<file path="config.mk">
export PLATFORM = sky130hd
export DESIGN_NAME = window_stream_gen_flat
export DESIGN_NICKNAME = d
export VERILOG_FILES = /design/src/rtl/window_stream_gen_if.sv /design/src/rtl/window_stream_gen.sv /design/src/flat_wrapper.sv
export SDC_FILE = /design/constraint.sdc
export NUM_CORES = 2
export LEC_CHECK = 0
export BUFFER_PORTS_ARGS = -buffer_cell sky130_fd_sc_hd__clkbuf_2
export CAP_MARGIN = 20
export CELL_PAD_IN_SITES_DETAIL_PLACEMENT = 2
export CELL_PAD_IN_SITES_GLOBAL_PLACEMENT = 2
export CORE_UTILIZATION = 51
export DETAILED_ROUTE_END_ITERATION = 12
export PLACE_DENSITY_LB_ADDON = 0.08
export SLEW_MARGIN = 20
export SYNTH_ARGS = -nofsm -noshare
export SYNTH_HDL_FRONTEND = slang
export SYNTH_SLANG_ARGS = --single-unit
</file>
<file path="constraint.sdc">
create_clock -name clk -period 11 [get_ports clk]
set_input_delay 0.55 -clock clk [delete_from_list [all_inputs] [get_ports clk]]
set_output_delay 0.55 -clock clk [all_outputs]
set_load 0.005 [all_outputs]
</file>
<file path="src/rtl/window_stream_gen_if.sv">
`default_nettype none
// ============================================================================
// Module      : window_stream_gen_if
// Description : Pixel-in / window-out bundle for window_stream_gen.
//               master = pixel source (drives pixels, observes windows)
//               slave  = window generator
//               out_x/out_y exist only when WINDOW_STREAM_COORD_EN is defined.
// Revision    : 1.0 - initial release
// ============================================================================
interface window_stream_gen_if #(
    parameter int PIXEL_W     = 8,
    parameter int KERNEL_SIZE = 3,
    parameter int ROW_WIDTH   = 100,
    parameter int NUM_ROWS    = 100
);
    localparam int c_xw = (ROW_WIDTH > 1) ? $clog2(ROW_WIDTH) : 1;
    localparam int c_yw = (NUM_ROWS > 1) ? $clog2(NUM_ROWS) : 1;

    logic [PIXEL_W-1:0]                                  pixel_in;
    logic                                                in_valid;
    logic                                                in_sof;
    logic [KERNEL_SIZE-1:0][KERNEL_SIZE-1:0][PIXEL_W-1:0] window;
    logic                                                window_valid;
    logic                                                frame_done;
`ifdef WINDOW_STREAM_COORD_EN
    logic [c_xw-1:0]                                     out_x;
    logic [c_yw-1:0]                                     out_y;
`endif

    modport master (
        output pixel_in, in_valid, in_sof,
        input  window, window_valid, frame_done
`ifdef WINDOW_STREAM_COORD_EN
        , input out_x, out_y
`endif
    );

    modport slave (
        input  pixel_in, in_valid, in_sof,
        output window, window_valid, frame_done
`ifdef WINDOW_STREAM_COORD_EN
        , output out_x, out_y
`endif
    );
endinterface
`default_nettype wire

</file>
<file path="src/rtl/window_stream_gen.sv">
`default_nettype none
// ============================================================================
// Module      : window_stream_gen
// Description : Streaming KERNEL_SIZE x KERNEL_SIZE sliding-window generator.
//               Raster-order pixels in, K-1 cascaded line buffers, registered
//               window with valid strobe and end-of-frame pulse. in_sof
//               resynchronises to (0,0) at any time.
//               Optional macro WINDOW_STREAM_COORD_EN adds out_x/out_y.
// Revision    : 1.0 - initial release
// ============================================================================
module window_stream_gen #(
    parameter int PIXEL_W     = 8,
    parameter int KERNEL_SIZE = 3,
    parameter int ROW_WIDTH   = 100,
    parameter int NUM_ROWS    = 100
) (
    input  wire logic          clk,
    input  wire logic          reset,
    window_stream_gen_if.slave bus
);
    localparam int c_xw = (ROW_WIDTH > 1) ? $clog2(ROW_WIDTH) : 1;
    localparam int c_yw = (NUM_ROWS > 1) ? $clog2(NUM_ROWS) : 1;
    localparam int c_k  = KERNEL_SIZE;
    localparam int c_lb = KERNEL_SIZE - 1;

    localparam logic [c_xw-1:0] c_col_last = c_xw'(ROW_WIDTH - 1);
    localparam logic [c_xw-1:0] c_col_k    = c_xw'(KERNEL_SIZE - 1);
    localparam logic [c_xw-1:0] c_col_one  = c_xw'(1);
    localparam logic [c_yw-1:0] c_row_last = c_yw'(NUM_ROWS - 1);
    localparam logic [c_yw-1:0] c_row_k    = c_yw'(KERNEL_SIZE - 1);
    localparam logic [c_yw-1:0] c_row_one  = c_yw'(1);

    typedef enum logic [1:0] {
        ST_IDLE   = 2'd0,
        ST_FILL   = 2'd1,
        ST_STREAM = 2'd2
    } state_t;

    state_t                                  r_state;
    logic [c_xw-1:0]                         r_col;
    logic [c_yw-1:0]                         r_row;
    logic [c_k-1:0][c_k-1:0][PIXEL_W-1:0]    r_window;
    logic                                    r_window_valid;
    logic                                    r_frame_done;
    // Line-buffer data is never reset; window_valid gating hides stale rows.
    logic [PIXEL_W-1:0]                      r_lbuf [c_lb][ROW_WIDTH];

    logic [c_xw-1:0] w_col_cur;
    logic [c_xw-1:0] w_col_nxt;
    logic [c_yw-1:0] w_row_cur;
    logic [c_yw-1:0] w_row_nxt;
    logic            w_col_end;
    logic            w_frame_end;
    logic            w_streaming;

    // Position of the current beat (in_sof forces it to (0,0)) and the next one.
    always_comb begin
        w_col_cur   = bus.in_sof ? '0 : r_col;
        w_row_cur   = bus.in_sof ? '0 : r_row;
        w_streaming = !bus.in_sof && (r_state == ST_STREAM);
        w_col_end   = (w_col_cur == c_col_last);
        w_frame_end = w_col_end && (w_row_cur == c_row_last);
        w_col_nxt   = w_col_end ? '0 : (w_col_cur + c_col_one);
        if (!w_col_end) begin
            w_row_nxt = w_row_cur;
        end else if (w_row_cur == c_row_last) begin
            w_row_nxt = '0;
        end else begin
            w_row_nxt = w_row_cur + c_row_one;
        end
    end

    // Frame FSM, counters and registered window outputs.
    always_ff @(posedge clk) begin
        if (reset) begin
            r_state        <= ST_IDLE;
            r_col          <= '0;
            r_row          <= '0;
            r_window       <= '0;
            r_window_valid <= 1'b0;
            r_frame_done   <= 1'b0;
        end else begin
            r_window_valid <= 1'b0;
            r_frame_done   <= 1'b0;
            if (bus.in_valid) begin
                r_col <= w_col_nxt;
                r_row <= w_row_nxt;
                for (int r = 0; r < c_k; r++) begin
                    for (int c = 0; c < c_k - 1; c++) begin
                        r_window[r][c] <= r_window[r][c+1];
                    end
                end
                for (int r = 0; r < c_lb; r++) begin
                    r_window[r][c_k-1] <= r_lbuf[r][w_col_cur];
                end
                r_window[c_k-1][c_k-1] <= bus.pixel_in;
                // STREAM means the beat's row is >= K-1; also check column.
                r_window_valid <= w_streaming && (w_col_cur >= c_col_k);
                r_frame_done   <= w_frame_end;
                r_state        <= (w_row_nxt >= c_row_k) ? ST_STREAM : ST_FILL;
            end
        end
    end

    // Cascaded line buffers: each row moves up one buffer, new pixel enters the last.
    always_ff @(posedge clk) begin
        if (!reset && bus.in_valid) begin
            for (int r = 0; r < c_lb - 1; r++) begin
                r_lbuf[r][w_col_cur] <= r_lbuf[r+1][w_col_cur];
            end
            r_lbuf[c_lb-1][w_col_cur] <= bus.pixel_in;
        end
    end

    assign bus.window       = r_window;
    assign bus.window_valid = r_window_valid;
    assign bus.frame_done   = r_frame_done;

`ifdef WINDOW_STREAM_COORD_EN
    logic [c_xw-1:0] r_out_x;
    logic [c_yw-1:0] r_out_y;

    // Coordinates of the newest pixel, registered alongside the window.
    always_ff @(posedge clk) begin
        if (reset) begin
            r_out_x <= '0;
            r_out_y <= '0;
        end else if (bus.in_valid) begin
            r_out_x <= w_col_cur;
            r_out_y <= w_row_cur;
        end
    end

    assign bus.out_x = r_out_x;
    assign bus.out_y = r_out_y;
`endif
endmodule
`default_nettype wire

</file>
<file path="src/flat_wrapper.sv">
// flat-port wrapper written by rule: the top's interface ports become plain ports
module window_stream_gen_flat 
#(
    parameter int PIXEL_W     = 8,
    parameter int KERNEL_SIZE = 3,
    parameter int ROW_WIDTH   = 100,
    parameter int NUM_ROWS    = 100
)
  (clk, reset, bus_pixel_in, bus_in_valid, bus_in_sof, bus_window, bus_window_valid, bus_frame_done);
  window_stream_gen_if #(.PIXEL_W(PIXEL_W), .KERNEL_SIZE(KERNEL_SIZE), .ROW_WIDTH(ROW_WIDTH), .NUM_ROWS(NUM_ROWS)) bus_i ();
  input  wire logic clk;
  input  wire logic reset;
  input wire logic [$bits(bus_i.pixel_in)-1:0] bus_pixel_in;
  input wire logic [$bits(bus_i.in_valid)-1:0] bus_in_valid;
  input wire logic [$bits(bus_i.in_sof)-1:0] bus_in_sof;
  output wire logic [$bits(bus_i.window)-1:0] bus_window;
  output wire logic [$bits(bus_i.window_valid)-1:0] bus_window_valid;
  output wire logic [$bits(bus_i.frame_done)-1:0] bus_frame_done;
  assign bus_i.pixel_in = bus_pixel_in;
  assign bus_i.in_valid = bus_in_valid;
  assign bus_i.in_sof = bus_in_sof;
  assign bus_window = bus_i.window;
  assign bus_window_valid = bus_i.window_valid;
  assign bus_frame_done = bus_i.frame_done;
  window_stream_gen #(.PIXEL_W(PIXEL_W), .KERNEL_SIZE(KERNEL_SIZE), .ROW_WIDTH(ROW_WIDTH), .NUM_ROWS(NUM_ROWS)) u_core (.clk(clk), .reset(reset), .bus(bus_i));
endmodule
</file>
# == Word-level counts from Yosys, hierarchy flattened ==
# Memory sizes are Yosys's and may differ from the RTL's.
# Index checks and enable logic that the tools add are counted.
# totals
ram_bits,1600
mem_count,1
regBits,90
inputBits,12
out_inout_bits,74
elab_cells,50
# mem_list
name,words,word_bits,rd,rd_ports_with_merged_regs,wr,line_no,source
u_core.r_lbuf,2,800,2,0,2,window_stream_gen.sv:46,logic [PIXEL_W-1:0] r_lbuf [c_lb][ROW_WIDTH];
# op_classes
n_mux,16
order_cmp,4
n_reduce_logical,8
bitwise,2
eq_ne,3
add_sub_neg,2
# op_table
operator,n
800-bit 2-to-1 mux,1
8-bit binary-select mux with 7-bit select,2
8-bit demux with 7-bit select,1
8-bit 2-to-1 mux,5
7-bit 2-to-1 mux,5
"7-bit by 1-bit adder with 7-bit output, second input constant",2
"7-bit == test, second input constant",2
"7-bit by 2-bit >= comparator with 1-bit output, second input constant",2
"8-bit >= comparator, second input constant",1
"8-bit by 1-bit less-than comparator with 1-bit output, second input constant",1
7-bit inverter with 8-bit output,1
1-bit logical AND,5
"2-bit == test, second input constant",1
1-bit zero test,2
2-bit 2-to-1 mux,1
2-bit OR reduction,1
1-bit 2-to-1 mux,1
1-bit inverter,1

# == Longest topological paths before layout ==
# logic_depth
word_depth,7
ltp_mapped,14
ltp_nobuf,10

# == Least setup slack after synthesis ==
# OpenSTA, ideal clock, no wires.
# synth_path
kind,reg2reg
from,register u_core.r_col[2]
to,memory u_core.r_lbuf[0][101] (netlist name) (data pin)
n_path_buf,5
required_ns,10.111
path_stages_with_launch,11
period_less_slack_ns,4.586
t_arrival_ns,3.697
path_slack_ns,6.414
setup_ns,0.889
cell_sequence,dfxtp_1 -> buf_6 -> buf_6 -> buf_2 -> buf_2 -> buf_2 -> mux2_2 -> a222oi_1 -> a21oi_1 -> nor4b_1 -> nand4_1
# synth_lines
element,line_no,source
from (decl),window_stream_gen.sv:40,logic [c_xw-1:0] r_col;
from (signal assigned),window_stream_gen.sv:86,r_col <= w_col_nxt;
to (decl),window_stream_gen.sv:46,

==> out/qor.yml <==
routing:
  drc: 0
  ant_nets: 0
  viasPerCell: 7.33
  firstDrtPassIters: 9
  num_vias: 44750
  drt_wl_total_um: 286000
  drt-initial-drc-count: 7629
  wl_per_cell_um: 46.8
grt:
  grt_max_degree: 111
  grt.total_usage_pct: 43.5
  grt_pass1_vias: 45871
  antenna_found_initial: 35
  grt_pass1_wl_um: 388000
  grt_overflow: 0
synth:
  avgSynthCellArea_um2: 16.4
  synth_edf_count: 1600
  dominantRegCellSynth: "edfxtp_1"
  yosysTopAreaCell: "edfxtp_1"
  async_flop_share_pct: 0
  syn_area_um2: 66000
  yosysWarnings: 0
  synth_top_cell_area_share_pct: 72.8
  ys_seq_area_share_pct: 75.6
  synth_area_leaders: "edfxtp_1 (73%), mux2i_1 (6.9%), dfxtp_1 (2.7%)"
  synth-seq-cells: 1690
  syn_nets: 4041
  ys_types: 83
  netlist_instances: 4027
clocking:
  cts_hold_buffers: 0
  clockBufferDepth: 3
  cts_tree: "yes"
  postCtsSetupBuffers: 0
  cts_resized: 0
  clk_latency_ns: 0.85
  clock-root-buffer: "clkbuf_16"
  cts_buffers: 173
  cts_sinks: 1690
  h-tree-depth: 4
  cts.reportedPaths.clkPinSlew_ns: 0.06
sta:
  hold_ws_ns: 0.155
  min_period_ns: 6.51
  rsz0062_at_grt: "false"
  post-route-period-util_pct: 59.2
  fin_setup_tns_ns: 0
  setup_viol_count_final: 0
  maxSlewViolCount: 0
  worst_pin_slew_ns: 1.29
  max_freq_mhz: 153
  clock_skew_ns: 0.0430
  hold_violations: 0
  relSlewSlack_pct: 13.2
min_path:
  hold_start: "bus_pixel_in[2]"
  hp-class: "input pin to register"
floorplanning:
  boundaryPins: 86
  die_w_um: 362
  die_y_um: 362
  initial_utilization_pct: 51.5
  core-area_um2: 128000
  dieArea_um2: 131000
  rows: 131
cells_and_area:
  area_delta_synth_final_pct: 13.3
  final_util_pct: 58.4
  multi_input_area_um2: 14900
  nets: 4232
  finish.instance_area_um2: 74700
  nFillCells: 10708
  drive_gt1_share_pct: 15.6
  ff_latch_area_um2: 49900
placed_design:
  dpl.hpwl_um: 167000
  place.gp.congestion: 0.970
  io_buffers: 85
  place_area_um2: 69000
setup_path:
  critPathMaxFanout: 110
  crit_required_ns: 11.50
  cp.arrival_ns: 7.01
  worstSetupPathType: "register to register"
  worstSetupStartpointType: "register"
  rr_startpoint: "u_core.r_col[2]$_SDFFE_PP0P_"
  startpoint: "u_core.r_col[2]$_SDFFE_PP0P_"
  cp-end-kind: "register"
power_and_ir_drop:
  finalPower_mw: 14.0
  leakage_nw: 23.9
  powerDensity_nw_per_um2: 187
  peakVddDrop_uv: 188
outcome:
  outcome: "completed"
run:
  maxCapViolations: 0
metal layers:
metal  GRT usage [%]  up-vias  part of all wire (%)
li1                -    16539                     -
met1            53.8    23389                    35
met2            68.2     3725                    46
met3            11.4     1067                    11
met4            27.4       30                   7.6
met5               0        -                 0.067
where the power goes:
part | internal, mW | switching [mW] | leakage, nW
logic | 0.183 | 0.608 | 6.05
registers | 7.09 | 0.0281 | 15.1
clock network | 3.34 | 2.72 | 2.75
through the flow:
stage / setup WS, ns / std cells
after floorplan: 6.41 / 4027
after global placement: 4.99 / 5767
after detailed placement: 4.77 / 5770
after CTS: 4.78 / 6098
after global routing: 4.53 / 6100
final: 4.49 / 6109
cell families after synthesis:
| family | Yosys count | synth area share, % |
|---|---|---|
| buffers and inverters | 295 | 2.18 |
| and+or+nand+nor | 611 | 4.41 |
| adders and majority gates | 2 | 0.0379 |
| muxes | 511 | 8.05 |
| xor gates and xnor gates | 3 | 0.0398 |
| AOI/OAI and AO/OA | 915 | 9.73 |
| DFF | 1690 | 75.6 |
Yosys cell counts (all sizes together), types with 26 or more instances:
master	count
edfxtp	1600
mux2i	455
nor2	261
o22ai	178
nand2	165
buf	154
clkbuf	131
o21ai	129
a211oi	105
a21oi	105
a22oi	102
dfxtp	90
mux2	45
a32oi	34
nand3b	33
o221ai	26
placed cells by master, fill, tap and decap left out, types with 97 or more instances in the layout:
cell type and instances:
a22oi_1 102, o22ai_1 177, buf_4 219, nand2_1 162, o21ai_0 122, mux2i_1 455, a211oi_1 97, edfxtp_1 1600
nor2_1 254, clkbuf_16 176, a21oi_1 104
state kept, by name, indices dropped and copies added (netlist names):
register / cells
u_core.bus.frame_done: 1
u_core.bus.window: 72
u_core.bus.window_valid: 1
u_core.r_col: 7
u_core.r_lbuf: 1600
u_core.r_row: 7
u_core.r_state: 2
path summary, 6_finish.rpt:
path                                      end  slack [ns]  cells after the start
max           u_core.r_lbuf[0][146]$_DFFE_PP_        4.49                     10
min          u_core.r_lbuf[0][1114]$_DFFE_PP_        0.15                      1
max reg2reg   u_core.r_lbuf[0][146]$_DFFE_PP_        4.49                     10
min reg2reg    u_core.r_state[0]$_SDFFE_PP0P_        0.48                      2
final cells by class:
| class | instances | share of cell area, % |
|---|---|---|
| flip-flops and latches | 1690 | 66.7 |
| multi-input cells | 2042 | 19.9 |
| clock buffers | 212 | 6.09 |
| repair buffers | 301 | 2.90 |
| well taps | 1729 | 2.89 |
| clock inverters | 116 | 1.39 |
| inverters | 10 | 0.0502 |
| diodes | 9 | 0.0301 |
critical path, cell delays in order, from the launching register on:
cell and delay (ns):
dfxtp_4 0.84, buf_12 0.60, or3b_4 0.59, buf_4 0.62, o21ai_0 0.24, a211oi_1 0.42
o22a_1 0.52, nand3_1 0.32, a211oi_1 0.54, nand2_4 0.61, buf_4 0.54
Power figures use the tool's default switching activity.
